[config.mk]
export PLATFORM = sky130hd
export DESIGN_NAME = fifo_wr_arbiter
export DESIGN_NICKNAME = d
export VERILOG_FILES = /design/src/rtl/fifo_wr_arbiter.sv
export SDC_FILE = /design/constraint.sdc
export NUM_CORES = 1
export LEC_CHECK = 0
export CORE_AREA = 2 2 117 119
export CTS_CLUSTER_DIAMETER = 40
export CTS_CLUSTER_SIZE = 8
export DETAILED_ROUTE_END_ITERATION = 8
export DIE_AREA = 0 0 119 121
export PLACE_DENSITY_LB_ADDON = 0.12
export RECOVER_POWER = 25
export SYNTH_ARGS = -nofsm -noshare
export SYNTH_HDL_FRONTEND = slang
export SYNTH_SLANG_ARGS = --single-unit
[constraint.sdc]
create_clock -name clk -period 10.4 [get_ports clk]
set_input_delay 1.04 -clock clk [delete_from_list [all_inputs] [get_ports clk]]
set_output_delay 1.04 -clock clk [all_outputs]
set_load 0.01 [all_outputs]
[src/rtl/fifo_wr_arbiter.sv]
// Round-robin, burst-lockable write arbiter in front of a shared FIFO,
// plus a registered valid/ready stage draining the FIFO head.
module fifo_wr_arbiter #(
   parameter int WIDTH    = 32,
   parameter int NREQ     = 4,
   parameter int DEPTH    = 16,
   parameter int LOCK_MAX = 8,
   parameter int IDW      = $clog2(NREQ)
) (
   input  logic                    clk,
   input  logic                    rst,
   input  logic [NREQ-1:0]         req,
   input  logic [NREQ-1:0]         lock,
   input  logic [NREQ*WIDTH-1:0]   data,
   output logic [NREQ-1:0]         gnt,
   output logic                    fifo_enq,
   output logic [IDW+WIDTH-1:0]    fifo_din,
   input  logic                    fifo_full,
   output logic                    fifo_deq,
   input  logic [IDW+WIDTH-1:0]    fifo_dout,
   input  logic                    fifo_empty,
   output logic                    m_valid,
   output logic [WIDTH-1:0]        m_data,
   output logic [IDW-1:0]          m_src,
   input  logic                    m_ready,
   output logic [$clog2(DEPTH):0]  level,
   output logic                    locked
);

   localparam int CW = (LOCK_MAX < 2) ? 1 : $clog2(LOCK_MAX + 1);
   localparam logic [CW-1:0] LMAX = CW'(LOCK_MAX);
   localparam int LW = $clog2(DEPTH) + 1;

   typedef enum logic {IDLE, LOCKED} state_e;

   state_e           state_q, state_d;
   logic [IDW-1:0]   rr_q, rr_d;
   logic [IDW-1:0]   owner_q, owner_d;
   logic [CW-1:0]    beat_q, beat_d;
   logic [LW-1:0]    level_q, level_d;
   logic             m_valid_q, m_valid_d;
   logic [WIDTH-1:0] m_data_q, m_data_d;
   logic [IDW-1:0]   m_src_q, m_src_d;

   logic             load;
   logic             room;
   logic             found;
   logic [IDW-1:0]   win;
   logic [IDW-1:0]   idx;
   logic [IDW-1:0]   sel;

   function automatic logic [IDW-1:0] inc(input logic [IDW-1:0] i);
      if (32'(i) == NREQ - 1) return '0;
      return i + 1'b1;
   endfunction

   // Drain decision depends only on FIFO/output state, never on req.
   always_comb begin
      load      = !rst && !fifo_empty && (!m_valid_q || m_ready);
      room      = !fifo_full || load;
      m_valid_d = m_valid_q;
      m_data_d  = m_data_q;
      m_src_d   = m_src_q;
      if (load) begin
         m_valid_d = 1'b1;
         m_data_d  = fifo_dout[WIDTH-1:0];
         m_src_d   = fifo_dout[IDW+WIDTH-1:WIDTH];
      end else if (m_ready) begin
         m_valid_d = 1'b0;
      end
   end

   always_comb begin
      found = 1'b0;
      win   = '0;
      idx   = rr_q;
      for (int k = 0; k < NREQ; k++) begin
         if (!found && req[idx]) begin
            found = 1'b1;
            win   = idx;
         end
         idx = inc(idx);
      end
   end

   always_comb begin
      gnt      = '0;
      fifo_enq = 1'b0;
      state_d  = state_q;
      rr_d     = rr_q;
      owner_d  = owner_q;
      beat_d   = beat_q;
      sel      = (state_q == LOCKED) ? owner_q : win;
      fifo_din = {sel, data[32'(sel)*WIDTH +: WIDTH]};
      if (!rst) begin
         unique case (state_q)
            IDLE: begin
               if (found && room) begin
                  gnt[win] = 1'b1;
                  fifo_enq = 1'b1;
                  rr_d     = inc(win);
                  if (lock[win] && LOCK_MAX != 1) begin
                     state_d = LOCKED;
                     owner_d = win;
                     beat_d  = CW'(1);
                  end
               end
            end
            LOCKED: begin
               if (!req[owner_q]) begin
                  state_d = IDLE;
                  rr_d    = inc(owner_q);
               end else if (room) begin
                  gnt[owner_q] = 1'b1;
                  fifo_enq     = 1'b1;
                  beat_d       = beat_q + 1'b1;
                  if (!lock[owner_q] ||
                      (LOCK_MAX != 0 && beat_d == LMAX)) begin
                     state_d = IDLE;
                     rr_d    = inc(owner_q);
                  end
               end
            end
            default: state_d = IDLE;
         endcase
      end
   end

   always_comb begin
      level_d = level_q;
      unique case ({fifo_enq, load})
         2'b10:   level_d = level_q + 1'b1;
         2'b01:   level_d = level_q - 1'b1;
         default: level_d = level_q;
      endcase
   end

   always_ff @(posedge clk) begin
      if (rst) begin
         state_q   <= IDLE;
         rr_q      <= '0;
         owner_q   <= '0;
         beat_q    <= '0;
         level_q   <= '0;
         m_valid_q <= 1'b0;
         m_data_q  <= '0;
         m_src_q   <= '0;
      end else begin
         state_q   <= state_d;
         rr_q      <= rr_d;
         owner_q   <= owner_d;
         beat_q    <= beat_d;
         level_q   <= level_d;
         m_valid_q <= m_valid_d;
         m_data_q  <= m_data_d;
         m_src_q   <= m_src_d;
      end
   end

   assign fifo_deq = load;
   assign m_valid  = m_valid_q;
   assign m_data   = m_data_q;
   assign m_src    = m_src_q;
   assign level    = level_q;
   assign locked   = (state_q == LOCKED);

endmodule

Word-level counts from Yosys, hierarchy flattened
Cells that the tools add are included.
{"block": "totals", "latchBits": 0, "memories": 0, "wordCells": 147, "reg_bits": 49, "ram_bits": 0, "in_bits": 175, "out_inout_bits": 81, "romBits": 0}
{"block": "classes", "div_mod_pow": 0, "reduce_logical": 24, "eq_ne": 14, "mux": 83, "mul": 0, "n_lt_le_gt_ge": 8, "bitwise_logic": 1, "shift": 1, "add_sub_neg": 8}
{"operator": "128-bit by 8-bit variable part select with 32-bit output", "count": 1}
{"operator": "1-bit two-way mux", "count": 40}
{"operator": "2-bit two-way mux", "count": 20}
{"operator": "4-bit two-way mux", "count": 8}
{"operator": "2-bit by 3-bit less-than comparator with 1-bit output, second input constant", "count": 6}
{"operator": "4-bit case mux with 2 select lines", "count": 2}
{"operator": "1-bit binary-select mux with 2-bit select", "count": 7}
{"operator": "2-bit == test, second input constant", "count": 6}
{"operator": "2-bit by 1-bit adder with 2-bit output, second input constant", "count": 5}
{"operator": "5-bit case mux with 2 select lines", "count": 1}
{"operator": "1-bit logical AND", "count": 8}
{"operator": "1-bit zero test", "count": 8}
{"operator": "3-bit AND reduction", "count": 2}
{"operator": "5-bit by 1-bit adder with 5-bit output, second input constant", "count": 1}
{"operator": "5-bit by 1-bit subtractor with 5-bit output, second input constant", "count": 1}
{"operator": "4-bit by 1-bit adder with 4-bit output, second input constant", "count": 1}
{"operator": "1-bit demux with 2-bit select", "count": 2}
{"operator": "4-bit == test, second input constant", "count": 1}
{"operator": "2-bit by 1-bit >= comparator with 1-bit output, second input constant", "count": 2}
{"operator": "2-bit by 1-bit != test with 1-bit output, second input constant", "count": 2}
{"operator": "2-bit != test, second input constant", "count": 2}
{"operator": "1-bit case mux with 2 select lines", "count": 2}
{"operator": "2-bit case mux with 2 select lines", "count": 1}
{"operator": "4-bit AND reduction", "count": 1}
{"operator": "6 further kinds", "count": 9}

Logic depth before layout (Yosys ltp)
Gate-level depths: netlist of the first run.
{"block": "logic_depth", "ltp_word": 21, "ltp_mapped": 17, "mapped_depth_nobuf": 15}

Worst setup path before layout of the first run
No wires, ideal clock.
{"block": "synth_path", "path_kind": "input -> output", "from": "input req[2]", "to": "output fifo_din[15]", "path_buffers": 2, "arrival_time_ns": 2.931, "setup_slack_ns": 6.429, "stages": 10, "required_ns": 9.360, "cell_sequence": "buf_2 > mux2_2 > a221o_1 > o211ai_4 > a211oi_2 > inv_2 > o21ai_1 > inv_2 > buf_2 > mux2i_1"}
{"block": "synth_between", "elab_chain_cells": 14, "word_cells_on_any_way": 23, "classes_between": "shift (1); mux (16); reduce/logical (6)"}
{"element": "from (decl)", "line": "12", "rtl": "input logic [NREQ-1:0] req,"}
{"element": "1-bit binary-select mux with 2-bit select", "line": "78", "rtl": "if (!found && req[idx]) begin"}
{"element": "1-bit two-way mux (implied by the code)", "line": "78"}
{"element": "1-bit two-way mux", "line": "78"}
{"element": "1-bit zero test", "line": "78"}
{"element": "1-bit logical AND", "line": "78"}
{"element": "1-bit two-way mux", "line": "78"}
{"element": "1-bit zero test", "line": "78"}
{"element": "1-bit logical AND", "line": "78"}
{"element": "1-bit two-way mux", "line": "78"}
{"element": "1-bit zero test", "line": "78"}
{"element": "1-bit logical AND", "line": "78"}
{"element": "2-bit two-way mux (*)", "line": "78"}
{"element": "net win[0]", "line": "48", "rtl": "logic [IDW-1:0] win;"}
{"element": "2-bit two-way mux (*)", "line": "93", "rtl": "sel = (state_q == LOCKED) ? owner_q : win;"}
{"element": "net fifo_din[32]", "line": "17", "rtl": "output logic [IDW+WIDTH-1:0] fifo_din,"}
{"element": "128-bit by 8-bit variable part select with 32-bit output (*)", "line": "94", "rtl": "fifo_din = {sel, data[32'(sel)*WIDTH +: WIDTH]};"}
{"element": "to (decl)", "line": "17"}
The timed path passes the listed nets; every way through them passes the cells marked *. The select of a mux whose other input is x is not followed.

Worst setup path in the final report of the first run
{"block": "layout_path", "from": "input rst", "to": "output gnt[3]"}
{"block": "layout_between", "elab_chain_cells": 8, "word_cells_on_any_way": 10, "classes_between": "mux (5); reduce/logical (5)"}
{"element": "from (decl)", "line": "11", "rtl": "input logic rst,"}
{"element": "1-bit zero test"}
{"element": "1-bit logical AND (2 in a row)", "line": "59", "rtl": "load = !rst && !fifo_empty && (!m_valid_q || m_ready);"}
{"element": "1-bit logical OR", "line": "60", "rtl": "room = !fifo_full || load;"}
{"element": "4-bit two-way mux or 1-bit logical AND (tied branches)", "line": "113, 98"}
{"element": "4-bit two-way mux (on tied branches)", "line": "110, 98"}
{"element": "4-bit case mux with 2 select lines", "line": "96", "rtl": "unique case (state_q)"}
{"element": "4-bit two-way mux (*)", "line": "95", "rtl": "if (!rst) begin"}
{"element": "to (decl)", "line": "15", "rtl": "output logic [NREQ-1:0] gnt,"}
Every way passes the cells marked *; elsewhere a longest branch is shown, timed or not.

==> run metrics, run 1 <==
Avg Cell Area, Syn 8.67 um2; wire per inst 15.3 um; Critical Path End Type primary output; Clock Pin Slew Worst Setup and Hold Paths 0.07 ns; row cnt 42; Syn Inst Count 442; number of global-route vias before repair 4018; Yosys cell types 56; EDFF count, synth 0; register bit total from synthesis 49; most frequent cell after synthesis mux2i_1; Vias per Instance 4.72; Die Width 119 um; leakage power 2.85 nW; R2R setup slack 6.07 ns; core area 13100 um2; initial antenna violation count 0; total congestion overflow 0; Critical path origin rst; Post-Route Hold Slack 0.450 ns; Synth Area in Adders 0.0509; post_cts resized 0; clk buf depth 2; DRT iter0 DRCs 188; Area Growth Syn to Fin 70.7%; reg2reg end level[4]; total power 1.72 mW; fraction of layout cells with a size suffix above 1 0.0563; final WL 13000 um; met3 WL 1290 um; XOR/XNOR Fraction of Synth Area 0.0160; area leader, netlist mux2i_1; first-pass GRT wire length 20100 um; Synth Cell Area 3830 um2; Worst slew margin -0.624; Synth Flop Type dfxtp_1; Die ar. 14400 um2; Tightest Pin Transition 2.44 ns; Cell Count, Final, Fillers Out 851; CTS tree built; Max Slew Vio Count 56; Yosys warning count 0; GPL Wtd Cong 0.828; endpoints failing setup 0; routed via count 4020; Clock Sinks 49; Power Dens Cells 263 nW/um2; I/O pin count 256; run status complete, but fails checks; slowest cell delay on critical path 1.73 ns; Max Cap Viol 1; Fmax 0.157 GHz; Starting Density 0.293; Max FO, Critical Path 55; maximum number of pins on one net before global-route repair 66; peak supply drop 0.000252 V; Post-Synth Simple-Gate Area 0.140; path category of the worst min-delay check flip-flop to flip-flop; Antenna Cells 0; first-pass detailed-route iteration total 4; # port buffers 255; post-layout min period 6.35 ns; Synth top cells by count 99 x mux2i_1, 80 x nand2_1, 49 x dfxtp_1; top-area cell type share of the netlist area 0.258; WS Path Type input port to primary output; Worst setup SP type input port; worst reg2reg path depth 14; top layer reached by signal wires met4; met1 wire length 4830 um; final net count 864; sequential fraction of the synthesis area 0.256; hpwl dp 10500 um; CP arrival 5.31 ns; # DRC 0; CTS Buf Count 5; Root Driver clkbuf_16; Worst Setup EP gnt[3]; slowest stage cell, crit path clkbuf_1; worst flop-to-flop path startpoint rr_q[0]; Worst EP required 9.36 ns; syn nets 632; setup TNS 0 ns; mux cell area share after synthesis 0.299; Hold Fails Final Rpt 0; Area contributors post-synth mux2i_1 26%, dfxtp_1 26%, nand2_1 7.8%; CP Cell Sequence buf_2 > clkbuf_1 > inv_1 > a21boi_0 > nor2_1 > a22oi_1 > nor2_1 > clkdlybuf4s50_1; Final Cycle Share 0.611; crit-path most repeated cell nor2_1; Synth Area in Compound Gates 0.161; H-tree levels 2; postcts setup bufs 0; antenna violation net count after detailed routing 0; met2 wire length 6660 um; Post-synth ARST share 0; worst skew pair latency 0.29 ns; dpl cells 843; Total GRT Usage 0.173; Fin Clk Skew 0.00328 ns; failing checks max-capacitance violations, max-slew violations; RSZ-0062 raised after global routing false; die height 121 um; Post-CTS Hold Buffers 0; combinational family with the most area after synthesis multiplexers
critical path, delay by kind of cell:
kind | cells | cell delay, ns
buf+inv | 4 | 2.93
simple gates | 2 | 0.42
compound gates | 2 | 0.90
power breakdown:
group	internal, mW	total (mW)	switching (mW)
clock	0.0908	0.166	0.0751
combinational	0.699	1.31	0.608
sequential	0.211	0.249	0.0377
total	1.00	1.72	0.721
cells in the final DEF, fill, tap and decap left out, types with 2 or more instances in the layout:
cell type | synthesis | layout
clkdlybuf4s50_1 | 0 | 224
mux2i_1 | 99 | 99
nand2_1 | 80 | 80
dfxtp_1 | 49 | 49
a21oi_1 | 46 | 46
dlygate4sd3_1 | 0 | 30
nor2_1 | 21 | 21
ha_1 | 14 | 14
inv_1 | 13 | 13
o21ai_0 | 9 | 9
nor3b_1 | 5 | 5
a211oi_1 | 5 | 5
clkbuf_16 | 0 | 5
xor2_1 | 4 | 4
nand3_1 | 4 | 4
a22oi_1 | 4 | 4
mux4_2 | 3 | 3
and3b_1 | 3 | 3
xnor2_1 | 3 | 3
inv_2 | 3 | 3
buf_4 | 0 | 3
nand2b_1 | 2 | 2
mux2_2 | 2 | 2
nor3_1 | 2 | 2
o21ai_1 | 2 | 2
nor2b_1 | 3 | 2
a211oi_2 | 2 | 2
mux2i_2 | 2 | 2
a21o_1 | 2 | 2
o41ai_2 | 2 | 2
clkinvlp_4 | 0 | 2
worst min path at each step:
stage | startpoint | end | cells after the start
final | m_data[3] | m_data[3] | 2
after global routing | m_data[3] | m_data[3] | 2
after CTS | m_data[3] | m_data[3] | 2
after detailed placement | m_data[17] | m_data[17] | 2
after global placement | m_data[19] | m_data[19] | 2
after floorplan | m_data[0] | m_data[0] | 2
state kept, by name, indices dropped and copies added (netlist names):
signal   count
m_data      32
level        5
beat_q       4
m_src        2
owner_q      2
rr_q         2
locked       1
m_valid      1
area by class of cell:
class                   count  area (um2)
well taps                 176         220
flip-flops and latches     49         981
multi-input cells         343        2560
fillers                  1276        6540
inverters                  16        60.1
clock inverters             3        26.3
repair buffers            259        2570
clock buffers               5         125
per-layer routing:
metal  vias to the layer above  track usage
met5                         -            0
met4                         0       0.0499
met3                        12       0.0616
met2                       172        0.326
met1                      1814        0.181
li1                       2022            -
through the flow:
stage	area (um2)	utilization	worst slack, ns
global route	6540	0.500	3.55
floorplan	3830	-	6.43
CTS	6550	0.500	4.66
detailed placement	6390	0.489	4.67
global placement	6390	0.489	4.77
finish	6540	0.500	4.05
logic make-up (layout without fill, tap and decap cells):
group,count (synthesis),after routing
xor+xnor,7,7
buf+inv,50,283
flops,49,49
mux,108,108
fa+ha+maj,15,15
compound gates,88,88
simple gates,125,125
Note: power is estimated with default switching activity, not from simulation.
==> run 2: changes to the inputs <==
==> constraint.sdc (replaced) <==
create_clock -name clk -period 5.3 [get_ports clk]
set_input_delay 0.53 -clock clk [delete_from_list [all_inputs] [get_ports clk]]
set_output_delay 0.53 -clock clk [all_outputs]
set_load 0.01 [all_outputs]
==> run metrics, run 2 (synthesized netlist as in run 1, its figures left out) <==
run status complete, but fails checks (unchanged); failing checks max-capacitance violations, max-slew violations (unchanged); wire per inst 15.2 um (was 15.3 um); HP Start m_data[27] (was m_data[3]); endpoints failing setup 0 (unchanged); CTS tree built (unchanged); RSZ-0062 raised after global routing false (unchanged); worst skew pair latency 0.29 ns (about the same); peak supply drop 0.000462 V (was 0.000252 V); Max FO, Critical Path 21 (was 55); CP arrival 4.33 ns (was 5.31 ns); Starting Density 0.293 (unchanged); worst reg2reg path depth 14 (unchanged); # DRC 0 (unchanged); path category of the worst min-delay check flip-flop to flip-flop (unchanged); fraction of layout cells with a size suffix above 1 0.0619 (was 0.0563); core area 13100 um2 (unchanged); die height 121 um (unchanged); GPL Wtd Cong 0.833 (was 0.828); post_cts resized 0 (unchanged); FILL cells 1235 (was 1276); routed via count 3996 (was 4020); leakage power 2.84 nW (was 2.85 nW); Critical Path End Type primary output (unchanged); hpwl dp 10600 um (was 10500 um); Die Width 119 um (unchanged); Total GRT Usage 0.174 (was 0.173); Worst setup SP type flip-flop (was input port); Max Slew Vio Count 36 (was 56); total congestion overflow 0 (unchanged); H-tree levels 2 (unchanged); Final Cycle Share 0.917; Power Dens Cells 524 nW/um2 (was 263 nW/um2); Clock Pin Slew Worst Setup and Hold Paths 0.07 ns (about the same); max reg flops 32 (unchanged); clk buf depth 2 (unchanged); Clock Sinks 49 (unchanged); number of global-route vias before repair 4041 (was 4018); most frequent cells in the layout 240 x clkdlybuf4s50_1, 99 x mux2i_1, 80 x nand2_1 (was 224 x clkdlybuf4s50_1, 99 x mux2i_1, 80 x nand2_1); reg2reg end level[4] (unchanged); Worst slew margin -0.00666 (was -0.624); # port buffers 255 (unchanged); total power 3.46 mW (was 1.72 mW); Critical path origin rr_q[0] (was rst); Tightest Pin Transition 1.51 ns (was 2.44 ns); WS Path Type flip-flop to primary output (was input port to primary output); Post-CTS Hold Buffers 0 (unchanged); first-pass GRT wire length 20200 um (was 20100 um); Hold Fails Final Rpt 0 (unchanged); Fmax 0.206 GHz; first-pass detailed-route iteration total 4 (unchanged); postcts setup bufs 0 (unchanged); maximum number of pins on one net before global-route repair 55 (was 66); Max Cap Viol 1 (unchanged); Fin Clk Skew 0.00537 ns (was 0.00328 ns); Worst EP required 4.77 ns (was 9.36 ns); Root Driver clkbuf_16 (unchanged); Worst Hold Depth 2 (unchanged); Area Growth Syn to Fin 72.4% (was 70.7%); setup TNS 0 ns (unchanged); final net count 868 (was 864); CTS Buf Count 5 (unchanged); worst flop-to-flop path startpoint rr_q[0] (unchanged); commonest non-fill, non-tap cell in the layout clkdlybuf4s50_1 (unchanged); worst hold endpoint m_data[27] (was m_data[3]); Die ar. 14400 um2 (unchanged); Vias per Instance 4.67 (was 4.72); post-layout min period 4.86 ns; R2R setup slack 1.04 ns (was 6.07 ns); I/O pin count 256 (unchanged); final WL 13000 um (about the same); row cnt 42 (unchanged); initial antenna violation count 0 (unchanged); Antenna Cells 0 (unchanged); antenna violation net count after detailed routing 0 (unchanged); DRT iter0 DRCs 126 (was 188)
-- run 2: cell types whose count changed in the layout (fill, tap and decap cells not counted) --
cell / change
clkdlybuf4s50_1: +16
dlygate4sd3_1: -16
buf_12: +3
buf_4: +1
-- run 2: critical path: stages, from the launching register on --
cell and delay, ns:
dfxtp_1 0.67, ha_1 0.53, xor2_1 0.26, a31oi_2 0.25, o211ai_4 0.12, a21oi_2 0.26
inv_2 0.11, mux2i_4 0.61, buf_12 0.27, mux2i_1 0.10, mux2i_1 0.25, clkdlybuf4s50_1 0.59
-- run 2: power breakdown --
group / switching (mW) / internal, mW
Clock: 0.150 / 0.178
Sequential: 0.0742 / 0.413
Combinational: 1.22 / 1.43
Total: 1.44 / 2.02
-- run 2: metrics by stage --
stage	instances	worst slack (ns)	hold WS [ns]	area, um2	util
after floorplan	442	1.88	0.481	3830	-
after global placement	847	0.884	0.442	6460	0.494
after detailed placement	847	0.727	0.447	6460	0.494
after CTS	855	0.401	0.457	6610	0.505
after global routing	855	0.159	0.479	6610	0.505
final	855	0.439	0.451	6610	0.505
-- run 2: per-layer routing --
layer / track usage / up-vias / share of wire
met5: 0 / - / 0
li1: - / 2017 / -
met3: 0.0634 / 14 / 0.10
met2: 0.321 / 167 / 0.51
met4: 0.0610 / 0 / 0.025
met1: 0.182 / 1798 / 0.37
-- run 2: cell type report --
class,instances,area [um2],share of cell area
Timing Repair Buffer,263,2640,0.400
Multi-Input combinational cell,343,2560,0.387
Sequential cell,49,981,0.148
Tap cell,176,220,0.0333
Clock buffer,5,125,0.0189
Inverter,16,60.1,0.00909
Clock inverter,3,26.3,0.00398
-- run 2: worst max-delay path by stage --
stage / slack (ns) / cells after the start / end
2_1_floorplan: 1.88 / 16 / level[4]
3_3_place_gp: 0.88 / 11 / fifo_din[12]
3_5_place_dp: 0.73 / 11 / fifo_din[14]
4_1_cts: 0.40 / 11 / fifo_din[14]
5_1_grt: 0.16 / 11 / fifo_din[14]
6_report: 0.44 / 11 / fifo_din[14]
==> run 3: changes to the inputs <==
--- a/config.mk
+++ b/config.mk
@@ -5,11 +5,12 @@
 export SDC_FILE = /design/constraint.sdc
 export NUM_CORES = 1
 export LEC_CHECK = 0
-export CORE_AREA = 2 2 117 119
+export CORE_AREA = 2 2 111 113
 export CTS_CLUSTER_DIAMETER = 40
 export CTS_CLUSTER_SIZE = 8
 export DETAILED_ROUTE_END_ITERATION = 8
-export DIE_AREA = 0 0 119 121
+export DIE_AREA = 0 0 113 115
+export GPL_ROUTABILITY_DRIVEN = 0
 export PLACE_DENSITY_LB_ADDON = 0.12
 export RECOVER_POWER = 25
 export SYNTH_ARGS = -nofsm -noshare
==> run metrics, run 3 (synthesized netlist as in run 1, its figures left out) <==
endpoints failing setup 0 (unchanged); core area 11800 um2 (was 13100 um2); final net count 866 (was 868); Max Cap Viol 1 (unchanged); commonest non-fill, non-tap cell in the layout clkdlybuf4s50_1 (unchanged); Antenna Cells 0 (unchanged); most frequent cells in the layout 232 x clkdlybuf4s50_1, 99 x mux2i_1, 80 x nand2_1 (was 240 x clkdlybuf4s50_1, 99 x mux2i_1, 80 x nand2_1); worst skew pair latency 0.29 ns (about the same); Worst Setup EP fifo_din[26] (was fifo_din[14]); Die Width 113 um (was 119 um); Max Slew Vio Count 55 (was 36); die height 115 um (was 121 um); hpwl dp 11200 um (was 10600 um); I/O pin count 256 (unchanged); CP arrival 4.15 ns (was 4.33 ns); # DRC 11 (was 0); path category of the worst min-delay check flip-flop to flip-flop (unchanged); antenna violation net count after detailed routing 0 (unchanged); peak supply drop 0.000684 V (was 0.000462 V); final WL 13600 um (was 13000 um); Vias per Instance 4.87 (was 4.67); routed via count 4016 (was 3996); first-pass GRT wire length 20000 um (was 20200 um); Fmax 0.214 GHz (was 0.206 GHz); setup TNS 0 ns (unchanged); Clock Sinks 49 (unchanged); Max FO, Critical Path 19 (was 21); fin worst setup slack 0.620 ns (was 0.439 ns); Area Growth Syn to Fin 70.5% (was 72.4%); Critical Path End Type primary output (unchanged); Power Dens Cells 523 nW/um2 (was 524 nW/um2); Cell Count, Final, Fillers Out 824 (was 855); Tightest Pin Transition 2.38 ns (was 1.51 ns); Setup WS pre-CTS 0.926 ns (was 0.727 ns); CTS tree built (unchanged); Die ar. 13000 um2 (was 14400 um2); clk buf depth 2 (unchanged); run status complete, but fails checks (unchanged); postcts setup bufs 0 (unchanged); initial antenna violation count 0 (unchanged); H-tree levels 2 (unchanged); reg2reg end level[4] (unchanged); Worst slew margin -0.587 (was -0.00666); total congestion overflow 0 (unchanged); max reg flops 32 (unchanged); Hold Fails Final Rpt 0 (unchanged); # port buffers 255 (unchanged); DRT iter0 DRCs 202 (was 126); post_cts resized 0 (unchanged); Starting Density 0.325 (was 0.293); Root Driver clkbuf_16 (unchanged); WS Path Type flip-flop to primary output (unchanged); Clock Pin Slew Worst Setup and Hold Paths 0.07 ns (about the same); dpl cells 816 (was 847); leakage power 2.85 nW (was 2.84 nW); fin util 0.553 (was 0.505); post-layout min period 4.68 ns (was 4.86 ns); wire per inst 16.5 um (was 15.2 um); first-pass detailed-route iteration total 6 (was 4); Worst setup SP type flip-flop (unchanged); CTS Buf Count 5 (unchanged); Worst EP required 4.77 ns (about the same); failing checks design-rule violations, max-capacitance violations, max-slew violations (was max-capacitance violations, max-slew violations); Post-CTS Hold Buffers 0 (unchanged); number of global-route vias before repair 3967 (was 4041); RSZ-0062 raised after global routing false (unchanged); Final Cycle Share 0.883 (was 0.917); Fin Clk Skew 0.00434 ns (was 0.00537 ns); worst flop-to-flop path startpoint rr_q[0] (unchanged); row cnt 40 (was 42); Critical path origin rr_q[0] (unchanged); fraction of layout cells with a size suffix above 1 0.0576 (was 0.0619); worst reg2reg path depth 14 (unchanged); maximum number of pins on one net before global-route repair 66 (was 55); Total GRT Usage 0.195 (was 0.174); R2R setup slack 1.03 ns (was 1.04 ns)
-- run 3: report_power, final --
part / leakage (nW) / internal [mW] / switching [mW]
clock network: 0.0712 / 0.176 / 0.138
logic: 2.38 / 1.40 / 1.21
registers: 0.403 / 0.414 / 0.0748
total: 2.85 / 1.99 / 1.43
-- run 3: worst min path at each step --
stage               cells after the start        from    endpoint
floorplan                               2   m_data[0]   m_data[0]
detailed placement                      2   m_data[3]   m_data[3]
global route                            2  m_data[13]  m_data[13]
finish                                  2   m_data[8]   m_data[8]
global placement                        2  m_data[24]  m_data[24]
CTS                                     2   m_data[8]   m_data[8]
-- run 3: worst max-delay path: stages, from the launching register on --
cell	delay, ns
dfxtp_1	0.68
ha_1	0.60
mux2_2	0.39
o2bb2ai_1	0.12
o311a_1	0.14
a211oi_2	0.33
inv_2	0.16
o21ai_1	0.21
inv_2	0.23
buf_12	0.24
mux2i_1	0.19
clkdlybuf4s50_1	0.57
-- run 3: area by class of cell --
| type | instances | area, um2 |
|---|---|---|
| inverter | 16 | 60.1 |
| timing repair buffer | 261 | 2610 |
| clock inverter | 2 | 13.8 |
| multi-input combinational | 343 | 2560 |
| sequential | 49 | 981 |
| clock buffer | 6 | 129 |
| tap | 147 | 184 |
| fill | 1086 | 5270 |
-- run 3: layer usage --
metal	up-vias	share of wire	global-route usage	routed length, um
li1	2023	-	-	-
met1	1804	0.36	0.207	4890
met2	166	0.52	0.367	7130
met3	23	0.087	0.0564	1190
met4	0	0.031	0.0691	418
met5	-	0	0	0
-- run 3: per-stage QoR --
step                power (mW)  hold WS, ns  cell area, um2
floorplan                 2.21        0.481            3830
global placement          3.11        0.441            6400
detailed placement        3.13        0.449            6400
CTS                       3.46        0.456            6540
global route              3.63        0.474            6540
finish                    3.42        0.454            6540
